File: src/rtl/prog_loader_pkg.sv
// prog_loader_pkg: shared state encoding, size defaults and header helpers for the program loader
package prog_loader_pkg;

    localparam int ADDR_W_DEF = 10;
    localparam int DEPTH_DEF  = 1 << ADDR_W_DEF;
    localparam int LEN_BYTES  = 2;
    localparam int WORD_BYTES = 4;

    typedef enum logic [2:0] {
        S_IDLE,
        S_LEN_HI,
        S_LEN_LO,
        S_DATA,
        S_WRITE,
        S_FINISH,
        S_ERR
    } state_t;

    typedef enum logic [1:0] {
        HDR_EMPTY,
        HDR_TOO_LONG,
        HDR_OK
    } hdr_t;

    // An empty program finishes at once; anything longer than the memory is rejected.
    function automatic hdr_t classify_len(input logic [8*LEN_BYTES-1:0] len, input int depth);
        if (len == '0) return HDR_EMPTY;
        if (int'(len) > depth) return HDR_TOO_LONG;
        return HDR_OK;
    endfunction

endpackage

File: src/rtl/prog_loader_if.sv
// prog_loader_if: byte stream in, instruction-memory write port and status out
interface prog_loader_if import prog_loader_pkg::*; #(
    parameter int ADDR_W = ADDR_W_DEF
);

    logic              start;
    logic [7:0]        byte_in;
    logic              byte_valid;
    logic              byte_ready;
    logic              mem_we;
    logic [ADDR_W-1:0] mem_addr;
    logic [31:0]       mem_din;
    logic              cpu_hold;
    logic              done;
    logic              error;

    modport master (
        output start, byte_in, byte_valid,
        input  byte_ready, mem_we, mem_addr, mem_din, cpu_hold, done, error
    );

    modport slave (
        input  start, byte_in, byte_valid,
        output byte_ready, mem_we, mem_addr, mem_din, cpu_hold, done, error
    );

endinterface

File: src/rtl/prog_loader_byte_assembler.sv
// byte_assembler: packs a big-endian byte stream into 32-bit words
module byte_assembler import prog_loader_pkg::*; (
    input  logic        clk,
    input  logic        rst,
    input  logic        clr_i,
    input  logic        push_i,
    input  logic [7:0]  byte_i,
    output logic [31:0] word_o,
    output logic        word_valid_o
);

    logic [31:0] shift_q;
    logic [1:0]  cnt_q;

    // Shift each accepted byte in at the bottom so the first byte ends up in bits 31:24
    always_ff @(posedge clk or posedge rst) begin
        if (rst) begin
            shift_q <= '0;
            cnt_q   <= '0;
        end else if (clr_i) begin
            shift_q <= '0;
            cnt_q   <= '0;
        end else if (push_i) begin
            shift_q <= {shift_q[23:0], byte_i};
            cnt_q   <= cnt_q + 2'd1;
        end
    end

    assign word_o       = shift_q;
    assign word_valid_o = push_i && cnt_q == 2'(WORD_BYTES - 1);

endmodule

File: src/rtl/prog_loader.sv
// prog_loader: receives a length-prefixed program stream and writes it into instruction memory
module prog_loader import prog_loader_pkg::*; #(
    parameter int ADDR_W = ADDR_W_DEF,
    parameter int DEPTH  = DEPTH_DEF
) (
    input  logic         clk,
    input  logic         rst,
    prog_loader_if.slave bus
);

    state_t            state_q;
    logic [7:0]        len_hi_q;
    logic [15:0]       len_q;
    logic [15:0]       len_d;
    logic [ADDR_W:0]   word_cnt_q;
    logic              byte_ready_q;
    logic              mem_we_q;
    logic [ADDR_W-1:0] mem_addr_q;
    logic              cpu_hold_q;
    logic              done_q;
    logic              error_q;
    logic              xfer;
    logic              word_valid;
    logic              last_word;
    logic [31:0]       word;

    assign xfer      = bus.byte_valid && byte_ready_q;
    assign len_d     = {len_hi_q, bus.byte_in};
    assign last_word = 17'(word_cnt_q) + 17'd1 == {1'b0, len_q};

    byte_assembler u_asm (
        .clk          (clk),
        .rst          (rst),
        .clr_i        (state_q == S_IDLE && bus.start),
        .push_i       (xfer && state_q == S_DATA),
        .byte_i       (bus.byte_in),
        .word_o       (word),
        .word_valid_o (word_valid)
    );

    // Session sequencer; every output is a register so the memory port and hold are glitch-free
    always_ff @(posedge clk or posedge rst) begin
        if (rst) begin
            state_q      <= S_IDLE;
            len_hi_q     <= '0;
            len_q        <= '0;
            word_cnt_q   <= '0;
            byte_ready_q <= 1'b0;
            mem_we_q     <= 1'b0;
            mem_addr_q   <= '0;
            cpu_hold_q   <= 1'b0;
            done_q       <= 1'b0;
            error_q      <= 1'b0;
        end else begin
            case (state_q)
                S_IDLE: if (bus.start) begin
                    state_q      <= S_LEN_HI;
                    byte_ready_q <= 1'b1;
                    cpu_hold_q   <= 1'b1;
                    done_q       <= 1'b0;
                    error_q      <= 1'b0;
                    word_cnt_q   <= '0;
                end
                S_LEN_HI: if (xfer) begin
                    len_hi_q <= bus.byte_in;
                    state_q  <= S_LEN_LO;
                end
                S_LEN_LO: if (xfer) begin
                    len_q <= len_d;
                    case (classify_len(len_d, DEPTH))
                        HDR_EMPTY: begin
                            state_q      <= S_FINISH;
                            byte_ready_q <= 1'b0;
                        end
                        HDR_TOO_LONG: begin
                            state_q      <= S_ERR;
                            byte_ready_q <= 1'b0;
                        end
                        default: state_q <= S_DATA;
                    endcase
                end
                S_DATA: if (word_valid) begin
                    state_q      <= S_WRITE;
                    byte_ready_q <= 1'b0;
                    mem_we_q     <= 1'b1;
                    mem_addr_q   <= word_cnt_q[ADDR_W-1:0];
                end
                S_WRITE: begin
                    mem_we_q   <= 1'b0;
                    word_cnt_q <= word_cnt_q + 1'b1;
                    if (last_word) begin
                        state_q <= S_FINISH;
                    end else begin
                        state_q      <= S_DATA;
                        byte_ready_q <= 1'b1;
                    end
                end
                S_FINISH: begin
                    done_q     <= 1'b1;
                    cpu_hold_q <= 1'b0;
                    state_q    <= S_IDLE;
                end
                S_ERR: begin
                    error_q    <= 1'b1;
                    cpu_hold_q <= 1'b0;
                    state_q    <= S_IDLE;
                end
                default: state_q <= S_IDLE;
            endcase
        end
    end

    assign bus.byte_ready = byte_ready_q;
    assign bus.mem_we     = mem_we_q;
    assign bus.mem_addr   = mem_addr_q;
    assign bus.mem_din    = word;
    assign bus.cpu_hold   = cpu_hold_q;
    assign bus.done       = done_q;
    assign bus.error      = error_q;

endmodule

File: src/flat_wrapper.sv
// flat-port wrapper written by rule: the top's interface ports become plain ports
module prog_loader_flat import prog_loader_pkg::*;
#(
    parameter int ADDR_W = ADDR_W_DEF,
    parameter int DEPTH  = DEPTH_DEF
)
  (clk, rst, bus_start, bus_byte_in, bus_byte_valid, bus_byte_ready, bus_mem_we, bus_mem_addr, bus_mem_din, bus_cpu_hold, bus_done, bus_error);
  prog_loader_if #(.ADDR_W(ADDR_W)) bus_i ();
  input  logic clk;
  input  logic rst;
  input wire logic [$bits(bus_i.start)-1:0] bus_start;
  input wire logic [$bits(bus_i.byte_in)-1:0] bus_byte_in;
  input wire logic [$bits(bus_i.byte_valid)-1:0] bus_byte_valid;
  output wire logic [$bits(bus_i.byte_ready)-1:0] bus_byte_ready;
  output wire logic [$bits(bus_i.mem_we)-1:0] bus_mem_we;
  output wire logic [$bits(bus_i.mem_addr)-1:0] bus_mem_addr;
  output wire logic [$bits(bus_i.mem_din)-1:0] bus_mem_din;
  output wire logic [$bits(bus_i.cpu_hold)-1:0] bus_cpu_hold;
  output wire logic [$bits(bus_i.done)-1:0] bus_done;
  output wire logic [$bits(bus_i.error)-1:0] bus_error;
  assign bus_i.start = bus_start;
  assign bus_i.byte_in = bus_byte_in;
  assign bus_i.byte_valid = bus_byte_valid;
  assign bus_byte_ready = bus_i.byte_ready;
  assign bus_mem_we = bus_i.mem_we;
  assign bus_mem_addr = bus_i.mem_addr;
  assign bus_mem_din = bus_i.mem_din;
  assign bus_cpu_hold = bus_i.cpu_hold;
  assign bus_done = bus_i.done;
  assign bus_error = bus_i.error;
  prog_loader #(.ADDR_W(ADDR_W), .DEPTH(DEPTH)) u_core (.clk(clk), .rst(rst), .bus(bus_i));
endmodule
File: config.mk
export PLATFORM = sky130hd
export DESIGN_NAME = prog_loader_flat
export DESIGN_NICKNAME = d
export VERILOG_FILES = /design/src/rtl/prog_loader_pkg.sv /design/src/rtl/prog_loader_if.sv /design/src/rtl/prog_loader_byte_assembler.sv /design/src/rtl/prog_loader.sv /design/src/flat_wrapper.sv
export SDC_FILE = /design/constraint.sdc
export NUM_CORES = 1
export LEC_CHECK = 0
export ABC_AREA = 1
export BUFFER_PORTS_ARGS = -buffer_cell sky130_fd_sc_hd__buf_2
export CORE_MARGIN = 1.5
export CORE_UTILIZATION = 35
export CTS_BUF_LIST = sky130_fd_sc_hd__clkbuf_8
export CTS_CLUSTER_DIAMETER = 80
export DETAILED_ROUTE_END_ITERATION = 12
export GPL_ROUTABILITY_DRIVEN = 0
export GPL_TIMING_DRIVEN = 0
export PLACE_DENSITY_LB_ADDON = 0.3
export SETUP_SLACK_MARGIN = 0.3
export SYNTH_ARGS = -nofsm -noshare
export SYNTH_HDL_FRONTEND = slang
export SYNTH_SLANG_ARGS = --single-unit
File: constraint.sdc
create_clock -name clk -period 2.6 [get_ports clk]
set_clock_uncertainty 0.15 [all_clocks]
set_input_delay 0.26 -clock clk [delete_from_list [all_inputs] [get_ports clk]]
set_output_delay 0.26 -clock clk [all_outputs]
set_load 0.05 [all_outputs]
==> summary.txt, run 1 <==
Detailed routing
  • Antenna viol nets, final: 0
  • Number of vias after detailed routing: about 3.4k
  • Iter 0 DRT Violations: 194
  • Average vias per placed instance: between 4 and 5
  • WL per Instance: about 14 um
  • Drt pass-1 iters: 5
  • Remaining DRCs: 0
  • Total wirelength of the detailed-routed design: between 9000 and 10,000 um

Layout
  • ANT cells: 0
  • Proportion of layout cells with a drive suffix above 1: between 15 and 20%
  • Layout Area Growth over Synthesis: 18.8%
  • Number of nets in the layout: about 570
  • Final instance area: ~4700 sq um
  • FILL cells: around 1.1k

Yosys
  • Combinational family with the most area after synthesis: simple AND/OR/NAND/NOR gates
  • Share of the synthesized area in the top cell type: 55.2%
  • Combined area of all synthesized cells: just under 4000 sq um
  • Most numerous cell types in the synthesized netlist: nand2_1 (135), dfrtp_1 (87), o21ai_0 (62)
  • Adder and majority cell fraction of the synthesized area: 0.635%
  • Dominant cell type by area after synthesis: dfrtp_1
  • Synth Warn #: 0
  • Cell count after synthesis: 478
  • Synth Area in XOR/XNOR: less than 1%
  • Syn_nets: 492
  • Number of distinct library cells after synthesis: 30
  • Cell types with the largest area share after synthesis: dfrtp_1 (55%), nand2_1 (13%), o21ai_0 (7.9%)
  • Most common cell in the synthesized netlist: nand2_1
  • Avg Inst Size Synth: around 8 sq um
  • Flip-flop cell with the highest count after synthesis: dfrtp_1
  • Mux contribution to synthesized area: less than 1%
  • Post-synthesis compound-gate area fraction: a little under an eighth
  • Sequential share of the synthesized area: 55.2%
  • Number of enable-type register cells in the synthesized netlist: 0
  • Number of synthesized register bits: 87
  • Fraction of the mapped netlist area in simple logic gates: between 20% and 30%
  • Async set-or-reset flop fraction in the synthesized netlist: between 90% and 100%

STA
  • Post-layout minimum cycle time: approximately 2.1 ns
  • Final number of max-transition violations: 0
  • Final Setup Violations: 0
  • Setup TNS: 0 ns
  • Rel. slew slack: 51.7%
  • Worst slew pin tran: just over 0.7 ns
  • Fraction of the cycle the final worst path needs: between 80% and 90%
  • Unrepaired setup endpoints after global routing: false
  • Post-layout worst setup margin: 0.481 ns
  • Highest Clock Rate: between 400 and 500 MHz
  • Total count of hold-check failures in the final report: 0

Critical path
  • Kind of critical path: reg -> reg
  • Required time at the worst-slack endpoint: around 2.8 ns
  • Startpoint type of the worst setup path: register
  • Worst-path maximum fanout: 9
  • Endpoint type of the worst setup path: register
  • CP Data Arrival Time: around 2.3 ns

Clocking
  • PostCTS Resize Cnt: 0
  • Max Root-Sink Buffers: 2
  • Clock Latency Late Sink: roughly 0.36 ns
  • CTS H-tree lvls: 3
  • Sinks on Clock Net: 87
  • Number of buffers created by CTS: 9
  • Clock root cell: clkbuf_8
  • Clock tree from TritonCTS: done
  • Clock transition at the registers of the reported paths: 0.09 ns

Place
  • Port-buffer cells: between 50 and 60
  • Setup slack at placement: just over 0.5 ns
  • Post-detail-place hpwl: approximately 7000 um
  • Placed cell area: around 4500 sq um

Power
  • Cell Pwr Density: 1010 nW/um^2
  • Internal power: 2.70 mW
  • Proportion of power drawn by flip-flops and latches: a little over two fifths
  • Combinational cell fraction of total power: between 30% and 40%
  • Sw Share: between 40% and 50%
  • Proportion of power drawn by the clock network: between 20% and 30%
  • Peak supply drop: 417 uV
  • Total power after layout: ~4.8 mW
  • Sw Pwr: just over 2 mW
  • Static power due to leakage: approximately 2.4 nW

Die
  • Height of the die: around 110 um
  • Horiz. Die Dim: between 100 and 150 um
  • Number of standard-cell rows in the floorplan: 38
  • Initial core utilization: approximately 36%
  • I/O pin total: 59
  • Placeable core region: ~11,000 sq um
  • Die outline area: ~12,000 sq um

Global routing
  • First-pass GRT wire length: 15,800 um
  • Initial antenna violation count: 0
  • Largest net degree at the start of global routing: 39
  • Number of global-route vias before repair: approximately 3.2k
  • Remaining Overflow, GRT: 0
  • All-layer global routing usage: 17.3%

Hold path
  • Tightest Hold Check Type: in -> reg

Job
  • Number of max-cap violations: 0

Outcome
  • Run status: completed
[worst max-delay path, stage by stage, from the launching register on]
cell,delay (ns)
dfrtp_1,0.46
nor2_1,0.11
inv_1,0.08
nor2_1,0.56
inv_1,0.35
nor2_1,0.20
nor2_1,0.06
nor2_1,0.08
[sequential cells by signal (all words and copies together) (netlist names)]
name and cells:
u_core.bus.error 1, u_core.bus.cpu_hold 1, u_core.len_q 16, u_core.bus.done 1, u_core.u_asm.word_o 32, u_core.bus.mem_we 1
u_core.bus.mem_addr 10, u_core.bus.byte_ready 1, u_core.word_cnt_q 11, u_core.u_asm.cnt_q 2, u_core.state_q 3, u_core.len_hi_q 8
[kinds of logic (layout without fill, tap and decap cells)]
kind of cell / Yosys count / after routing
mux: 2 / 2
buf+inv: 71 / 150
xor+xnor: 2 / 2
fa+ha+maj: 2 / 2
compound gates: 88 / 88
simple gates: 226 / 226
flops: 87 / 87
[layout make-up]
class	instances	area, sq um	share of cell area, %
tap	140	175	3.74
multi-input combinational	320	1490	31.8
sequential	87	2180	46.5
timing repair buffer	63	355	7.59
clock buffer	10	138	2.94
inverter	58	221	4.73
clock inverter	6	68.8	1.47
buffer	13	56.3	1.20
[routing by layer]
metal	share of wire [%]	up-vias	global-route usage (%)
met5	0	-	0
met3	5.7	11	4.84
met2	46	77	26.4
met1	47	1613	23.8
li1	-	1693	-
met4	1.6	0	5.36
[per-stage QoR]
step                util [%]  hold WS (ns)  std cells
floorplan                  -         0.300        478
global placement        40.5         0.301        676
detailed placement      40.9         0.182        678
CTS                     42.9        0.0752        695
global route            43.0        0.0840        697
finish                  43.0        0.0898        697
[path summary, 6_finish.rpt]
path	depth (start not counted)	start	endpoint	slack, ns
min reg2reg	2	u_core.u_asm.word_o[29]$_DFFE_PP0P_	u_core.u_asm.word_o[29]$_DFFE_PP0P_	0.33
max reg2reg	7	u_core.state_q[1]$_DFFE_PP0P_	u_core.state_q[2]$_DFFE_PP0P_	0.48
max	7	u_core.state_q[1]$_DFFE_PP0P_	u_core.state_q[2]$_DFFE_PP0P_	0.48
min	3	bus_byte_in[5]	u_core.len_hi_q[5]$_DFFE_PP0P_	0.09
max in group asynchronous	4	rst	u_core.len_q[10]$_DFFE_PP0P_	1.42
min in group asynchronous	3	rst	u_core.u_asm.word_o[0]$_DFFE_PP0P_	0.33
[timing repair]
item / CTS / global route
hold buffers: 1 / 0
setup buffers: 0 / 2
setup endpoints to repair: 0 / 1
endpoints found under the hold margin: 19 / 0
[cell usage in the layout, fill, tap and decap left out, types with 2 or more instances in the layout]
cell type,instances
o21ai_0,62
o22ai_1,11
nor2_1,34
buf_12,2
clkbuf_1,8
mux2_2,2
xor2_1,2
a21oi_1,8
nand2_2,5
buf_2,61
clkbuf_8,10
a31oi_1,2
buf_4,3
ha_1,2
nand3_1,33
nor2_2,6
clkinv_4,2
inv_2,3
nand2_1,135
nand3b_1,3
nand4_1,6
inv_1,53
o21ai_1,2
dfrtp_1,87
clkinvlp_4,2
[power groups by stage]
stage          clock network, mW  logic (mW)  registers (mW)
6_report                   0.987        1.78            1.98
4_1_cts                     1.02        1.77            1.99
3_5_place_dp                   0        1.76            2.01
5_1_grt                     1.07        1.99            2.03
3_3_place_gp                   0        1.72            2.00
2_1_floorplan                  0       0.885            2.42
No activity file was read; power rests on OpenSTA's default activity.
==> run 2, diff against run 1 <==
Clock period 2.6 ns to 1.8 ns, I/O delays scaled along.
==> summary.txt, run 2 (synthesis gave the netlist of run 1 again) <==
Outcome
  • Run status: complete, but fails checks
  • Violations in the final reports: negative setup slack

Power
  • Peak supply drop: about 900 uV
  • Combinational cell fraction of total power: about half
  • Proportion of power drawn by the clock network: about 16%
  • Sw Share: 43.9%
  • Proportion of power drawn by flip-flops and latches: between 30% and 40%
  • Static power due to leakage: between 2 and 3 nW
  • Total power after layout: approximately 9 mW
  • Sw Pwr: roughly 3.8 mW
  • Cell Pwr Density: 1470 nW/um^2
  • Internal power: 4.91 mW

Critical path
  • Required time at the worst-slack endpoint: 1.95 ns
  • Worst-path maximum fanout: 8
  • Startpoint type of the worst setup path: register
  • CP Data Arrival Time: between 2 and 2.5 ns
  • Kind of critical path: reg -> reg
  • Endpoint type of the worst setup path: register

STA
  • Rel. slew slack: 74.6%
  • Total count of hold-check failures in the final report: 0
  • Worst slew pin tran: 0.381 ns
  • Final number of max-transition violations: 0
  • Post-layout minimum cycle time: just under 2 ns
  • Final Setup Violations: 3
  • Fraction of the cycle the final worst path needs: 108%
  • Unrepaired setup endpoints after global routing: true
  • Highest Clock Rate: just over 500 MHz
  • Setup TNS: -0.344 ns
  • Post-layout worst setup margin: -0.136 ns
  • Hold slack: about 0.0038 ns

Die
  • Die outline area: about 12,000 sq um
  • I/O pin total: 59
  • Horiz. Die Dim: 109 um
  • Initial core utilization: a little over a third
  • Number of standard-cell rows in the floorplan: 38
  • Height of the die: between 100 and 150 um
  • Placeable core region: 10,900 sq um

Layout
  • Most used cells in the layout excluding fill and tap cells: nand2_1 (87), dfrtp_1 (81), buf_2 (59), inv_1 (51), nand2_2 (35)
  • Number of nets in the layout: ~610
  • Layout Area Growth over Synthesis: 50.9%
  • Most frequent standard cell in the layout excluding fill and tap cells: nand2_1
  • Flip-flop count of the largest register after layout: 32
  • Fin cells: 740
  • Proportion of layout cells with a drive suffix above 1: between 40% and 50%
  • ANT cells: 0
  • FILL cells: 904

Clocking
  • Clock transition at the registers of the reported paths: roughly 0.090 ns
  • Clock tree from TritonCTS: done
  • Clock Latency Late Sink: 0.37 ns
  • Sinks on Clock Net: 87
  • Clock root cell: clkbuf_8
  • Number of buffers created by CTS: 9
  • Max Root-Sink Buffers: 2
  • CTS H-tree lvls: 3

Detailed routing
  • Antenna viol nets, final: 0
  • Remaining DRCs: 0
  • Number of vias after detailed routing: between 3k and 4k
  • Average vias per placed instance: between 5 and 6
  • Total wirelength of the detailed-routed design: 11,700 um
  • Iter 0 DRT Violations: approximately 190
  • WL per Instance: between 15 and 20 um
  • Drt pass-1 iters: 4

Global routing
  • First-pass GRT wire length: approximately 18,000 um
  • All-layer global routing usage: around a fifth
  • Number of global-route vias before repair: 3,598
  • Initial antenna violation count: 0
  • Remaining Overflow, GRT: 0
  • Largest net degree at the start of global routing: 41

Place
  • Setup slack at placement: -0.258 ns
  • Post-detail-place hpwl: roughly 7000 um
  • Total instance count after detailed placement: roughly 680
  • Port-buffer cells: 58

Job
  • Number of max-cap violations: 0

Hold path
  • Tightest Hold Check Type: in -> reg
run 2: changes by cell type in the layout (fill, tap and decap cells not counted), sizes merged:
cell	change
buf	+39
clkinv	-1
clkbuf	-3
dlygate4sd3	+6
clkinvlp	+1
inv	+1
run 2: layout make-up:
cell class / instances / area (sq um) / share of cell area [%]
multi-input combinational: 320 / 2120 / 35.7
timing repair buffer: 105 / 860 / 14.5
buffer: 13 / 155 / 2.61
clock inverter: 6 / 53.8 / 0.905
sequential: 87 / 2180 / 36.7
tap: 140 / 175 / 2.95
timing repair inverter: 1 / 8.76 / 0.147
clock buffer: 10 / 138 / 2.31
inverter: 58 / 248 / 4.17
run 2: path summary, 6_finish.rpt:
kind,from,to,slack [ns],cells after the start
max,u_core.word_cnt_q[0]$_DFFE_PP0P_,u_core.state_q[2]$_DFFE_PP0P_,-0.14,14
min reg2reg,u_core.bus.mem_addr[8]$_DFFE_PP0P_,u_core.bus.mem_addr[8]$_DFFE_PP0P_,0.33,2
min,bus_byte_in[2],u_core.len_q[2]$_DFFE_PP0P_,0.004,3
max in group asynchronous,rst,u_core.u_asm.word_o[17]$_DFFE_PP0P_,0.56,5
max reg2reg,u_core.word_cnt_q[0]$_DFFE_PP0P_,u_core.state_q[2]$_DFFE_PP0P_,-0.14,14
min in group asynchronous,rst,u_core.bus.mem_addr[2]$_DFFE_PP0P_,0.18,3
run 2: critical path, stage by stage, from the launching register on:
cell and delay, ns:
dfrtp_2 0.46, ha_4 0.20, nand2_8 0.12, nor2_4 0.05, nand2_2 0.06, nand2_2 0.06, nand2_1 0.05, nand2_1 0.04
nor2_1 0.08, nand2_1 0.09, nor2_2 0.14, nand3_2 0.09, nor2_2 0.11, nor2_1 0.05, nor2_1 0.11
run 2: per-stage QoR:
stage | instance area (sq um) | util, %
floorplan | 4000 | -
global placement | 4460 | 41.0
detailed placement | 4500 | 41.4
CTS | 5290 | 48.6
global route | 5950 | 54.6
finish | 5950 | 54.6
run 2: repair_timing:
item / 4_1_cts / 5_1_grt
resized for setup: 118 / 170
endpoints found under the setup margin: 85 / 85
hold buffers: 7 / 0
setup buffers: 27 / 5
hold endpoints to repair: 57 / 0
pin swaps: 20 / 24
gates cloned: 3 / 4
run 2: layer usage:
metal,part of all wire (%),routed length [um],global-route usage (%)
met1,44,5130,25.2
met2,48,5650,30.8
met3,4.6,534,4.72
met4,3.2,372,8.46
met5,0,0,0
run 2: power by group through the flow:
stage	clock network, mW	registers (mW)	logic, mW
finish	1.37	3.00	4.38
detailed placement	0	2.92	2.60
floorplan	0	3.51	1.32
global placement	0	2.91	2.54
CTS	1.39	2.89	3.39
global route	1.46	3.07	4.68
==> run 3, diff against run 2 <==
Settings changed: CORE_UTILIZATION 35 to 48, GPL_TIMING_DRIVEN 0 to not set.
==> summary.txt, run 3 (synthesis gave the netlist of run 1 again) <==
Outcome
  • Run status: complete, but fails checks
  • Violations in the final reports: negative setup slack

Clocking
  • Max Root-Sink Buffers: 2
  • Sinks on Clock Net: between 80 and 90
  • CTS H-tree lvls: 3
  • Clock transition at the registers of the reported paths: approximately 0.09 ns
  • Number of buffers created by CTS: 9
  • Clock root cell: clkbuf_8
  • Clock Latency Late Sink: 0.37 ns
  • Clock tree from TritonCTS: done

STA
  • Fraction of the cycle the final worst path needs: 113%
  • Worst slew pin tran: approximately 0.45 ns
  • Final Setup Violations: 3
  • Hold slack: 0.0479 ns
  • Highest Clock Rate: about 500 MHz
  • Rel. slew slack: a little over two thirds
  • Post-layout minimum cycle time: between 2 and 2.5 ns
  • Post-layout worst setup margin: -0.236 ns
  • Final number of max-transition violations: 0
  • Setup TNS: -0.596 ns
  • Unrepaired setup endpoints after global routing: true
  • Total count of hold-check failures in the final report: 0

Detailed routing
  • Average vias per placed instance: around 5.6
  • WL per Instance: 17.4 um
  • Drt pass-1 iters: 4
  • Number of vias after detailed routing: between 3k and 4k
  • Total wirelength of the detailed-routed design: approximately 12,000 um
  • Iter 0 DRT Violations: between 300 and 400
  • Antenna viol nets, final: 0
  • Remaining DRCs: 0

Global routing
  • Remaining Overflow, GRT: 0
  • First-pass GRT wire length: 16,000 um
  • All-layer global routing usage: a little under a quarter
  • Number of global-route vias before repair: 3,378
  • Initial antenna violation count: 0
  • Largest net degree at the start of global routing: 88

Hold path
  • Worst min-delay path startpoint: bus_byte_in[3]
  • Tightest Hold Check Type: in -> reg
  • Worst hold path stage count: 4
  • Worst hold endpoint: u_core.len_q[3]$_DFFE_PP0P_

Layout
  • Most used cells in the layout excluding fill and tap cells: nand2_1 (95), dfrtp_1 (80), buf_2 (58), inv_1 (47), nand3_1 (27)
  • FILL cells: roughly 530
  • Most frequent standard cell in the layout excluding fill and tap cells: nand2_1
  • Flip-flop count of the largest register after layout: 32
  • Proportion of layout cells with a drive suffix above 1: a little over two fifths
  • Area used by multi-input combinational logic: 2030 sq um
  • Layout Area Growth over Synthesis: 43.2%
  • Number of nets in the layout: about 600
  • ANT cells: 0
  • Final instance area: ~5600 sq um
  • Register area: 2190 sq um

Die
  • Die outline area: between 8000 and 9000 sq um
  • Initial core utilization: about half
  • Number of standard-cell rows in the floorplan: 32
  • Horiz. Die Dim: approximately 94 um
  • I/O pin total: just under 60
  • Height of the die: between 90 and 100 um
  • Placeable core region: 7850 sq um

Place
  • Setup slack at placement: -0.0847 ns
  • Post-detail-place hpwl: around 6400 um
  • Port-buffer cells: 58
  • Placed cell area: around 4500 sq um

Critical path
  • R2r startpoint: u_core.word_cnt_q[1]$_DFFE_PP0P_
  • Highest cell delay on the worst timing path: about 0.40 ns
  • Capturing point of the worst reg2reg path: u_core.state_q[1]$_DFFE_PP0P_
  • Count of cells along the worst register-to-register path: 14
  • Endpoint type of the worst setup path: register
  • Max stage delay cell, worst path: dfrtp_1
  • Required time at the worst-slack endpoint: around 1.9 ns
  • Largest delay contributor family on the critical path: simple AND/OR/NAND/NOR gates
  • CP most frequent cell: nand2_1
  • Critical Path, Cell by Cell: buf_4 > nand2_1 > nor2_4 > nand2_2 > nand2_1 > nand2_1 > nand2_1 > o21ai_1 > nor2_2 > nand3_2 > nand2_1 > nand2_1 > nand2_1 > nand2_1
  • Startpoint type of the worst setup path: register
  • Bufs and invs on worst path: 1
  • Setup slack of the most critical reg-to-reg path: -0.24 ns
  • Kind of critical path: reg -> reg
  • Worst-path maximum fanout: 5
  • CP Data Arrival Time: ~2.2 ns

Job
  • Number of max-cap violations: 0

Power
  • Cell Pwr Density: between 1500 and 2000 nW/um^2
  • Static power due to leakage: roughly 2.7 nW
  • Total power after layout: approximately 8.6 mW
  • Peak supply drop: between 700 and 800 uV
[run 3: final cells by class]
| class | instances | share of cell area [%] |
|---|---|---|
| clock buffers | 10 | 2.44 |
| repair inverters | 3 | 0.687 |
| multi-input cells | 320 | 36.0 |
| inverters | 58 | 4.34 |
| flip-flops and latches | 87 | 38.7 |
| repair buffers | 104 | 14.2 |
| clock inverters | 6 | 1.33 |
| well taps | 102 | 2.26 |
[run 3: worst max path at each step]
| stage | startpoint | endpoint | slack [ns] | depth (start not counted) |
|---|---|---|---|---|
| after global placement | u_core.word_cnt_q[1]$_DFFE_PP0P_ | u_core.bus.byte_ready$_DFFE_PP0P_ | -0.002 | 12 |
| after detailed placement | u_core.word_cnt_q[1]$_DFFE_PP0P_ | u_core.state_q[1]$_DFFE_PP0P_ | -0.08 | 14 |
| final | u_core.word_cnt_q[1]$_DFFE_PP0P_ | u_core.state_q[1]$_DFFE_PP0P_ | -0.24 | 14 |
| after floorplan | u_core.word_cnt_q[0]$_DFFE_PP0P_ | u_core.state_q[1]$_DFFE_PP0P_ | 0.09 | 14 |
| after CTS | u_core.word_cnt_q[0]$_DFFE_PP0P_ | u_core.state_q[1]$_DFFE_PP0P_ | -0.07 | 15 |
| after global routing | u_core.word_cnt_q[1]$_DFFE_PP0P_ | u_core.state_q[1]$_DFFE_PP0P_ | -0.40 | 14 |
[run 3: metrics by stage]
step                      std cells  utilization (%)
final                           690             71.9
after CTS                       675             64.9
after floorplan                 478                -
after global placement          647             57.7
after global routing            690             71.9
after detailed placement        647             57.7
[run 3: repair_timing]
item / in CTS / in global routing
setup endpoints to repair: 80 / 87
pin swaps: 12 / 10
buffers inserted: 7 / 11
endpoints found under the hold margin: 87 / 0
gates resized for setup: 93 / 124
hold buffers: 1 / 0
gates cloned: 4 / 4
[run 3: where the power goes]
group / internal [mW] / switching (mW) / leakage (nW)
Sequential: 2.48 / 0.509 / 1.15
Clock: 0.702 / 0.779 / 0.105
Combinational: 1.49 / 2.63 / 1.47
Total: 4.67 / 3.92 / 2.72
[run 3: tightest hold or removal path, cell delays in order]
cell     delay (ns)
buf_2          0.10
inv_1          0.08
buf_4          0.13
o21ai_2        0.05
[run 3: routing by layer]
layer	vias up	track usage, %	wire, um
met3	47	4.23	597
met1	1892	32.1	4900
met4	0	8.08	435
li1	1763	-	-
met2	159	38.6	6040
met5	-	0	0
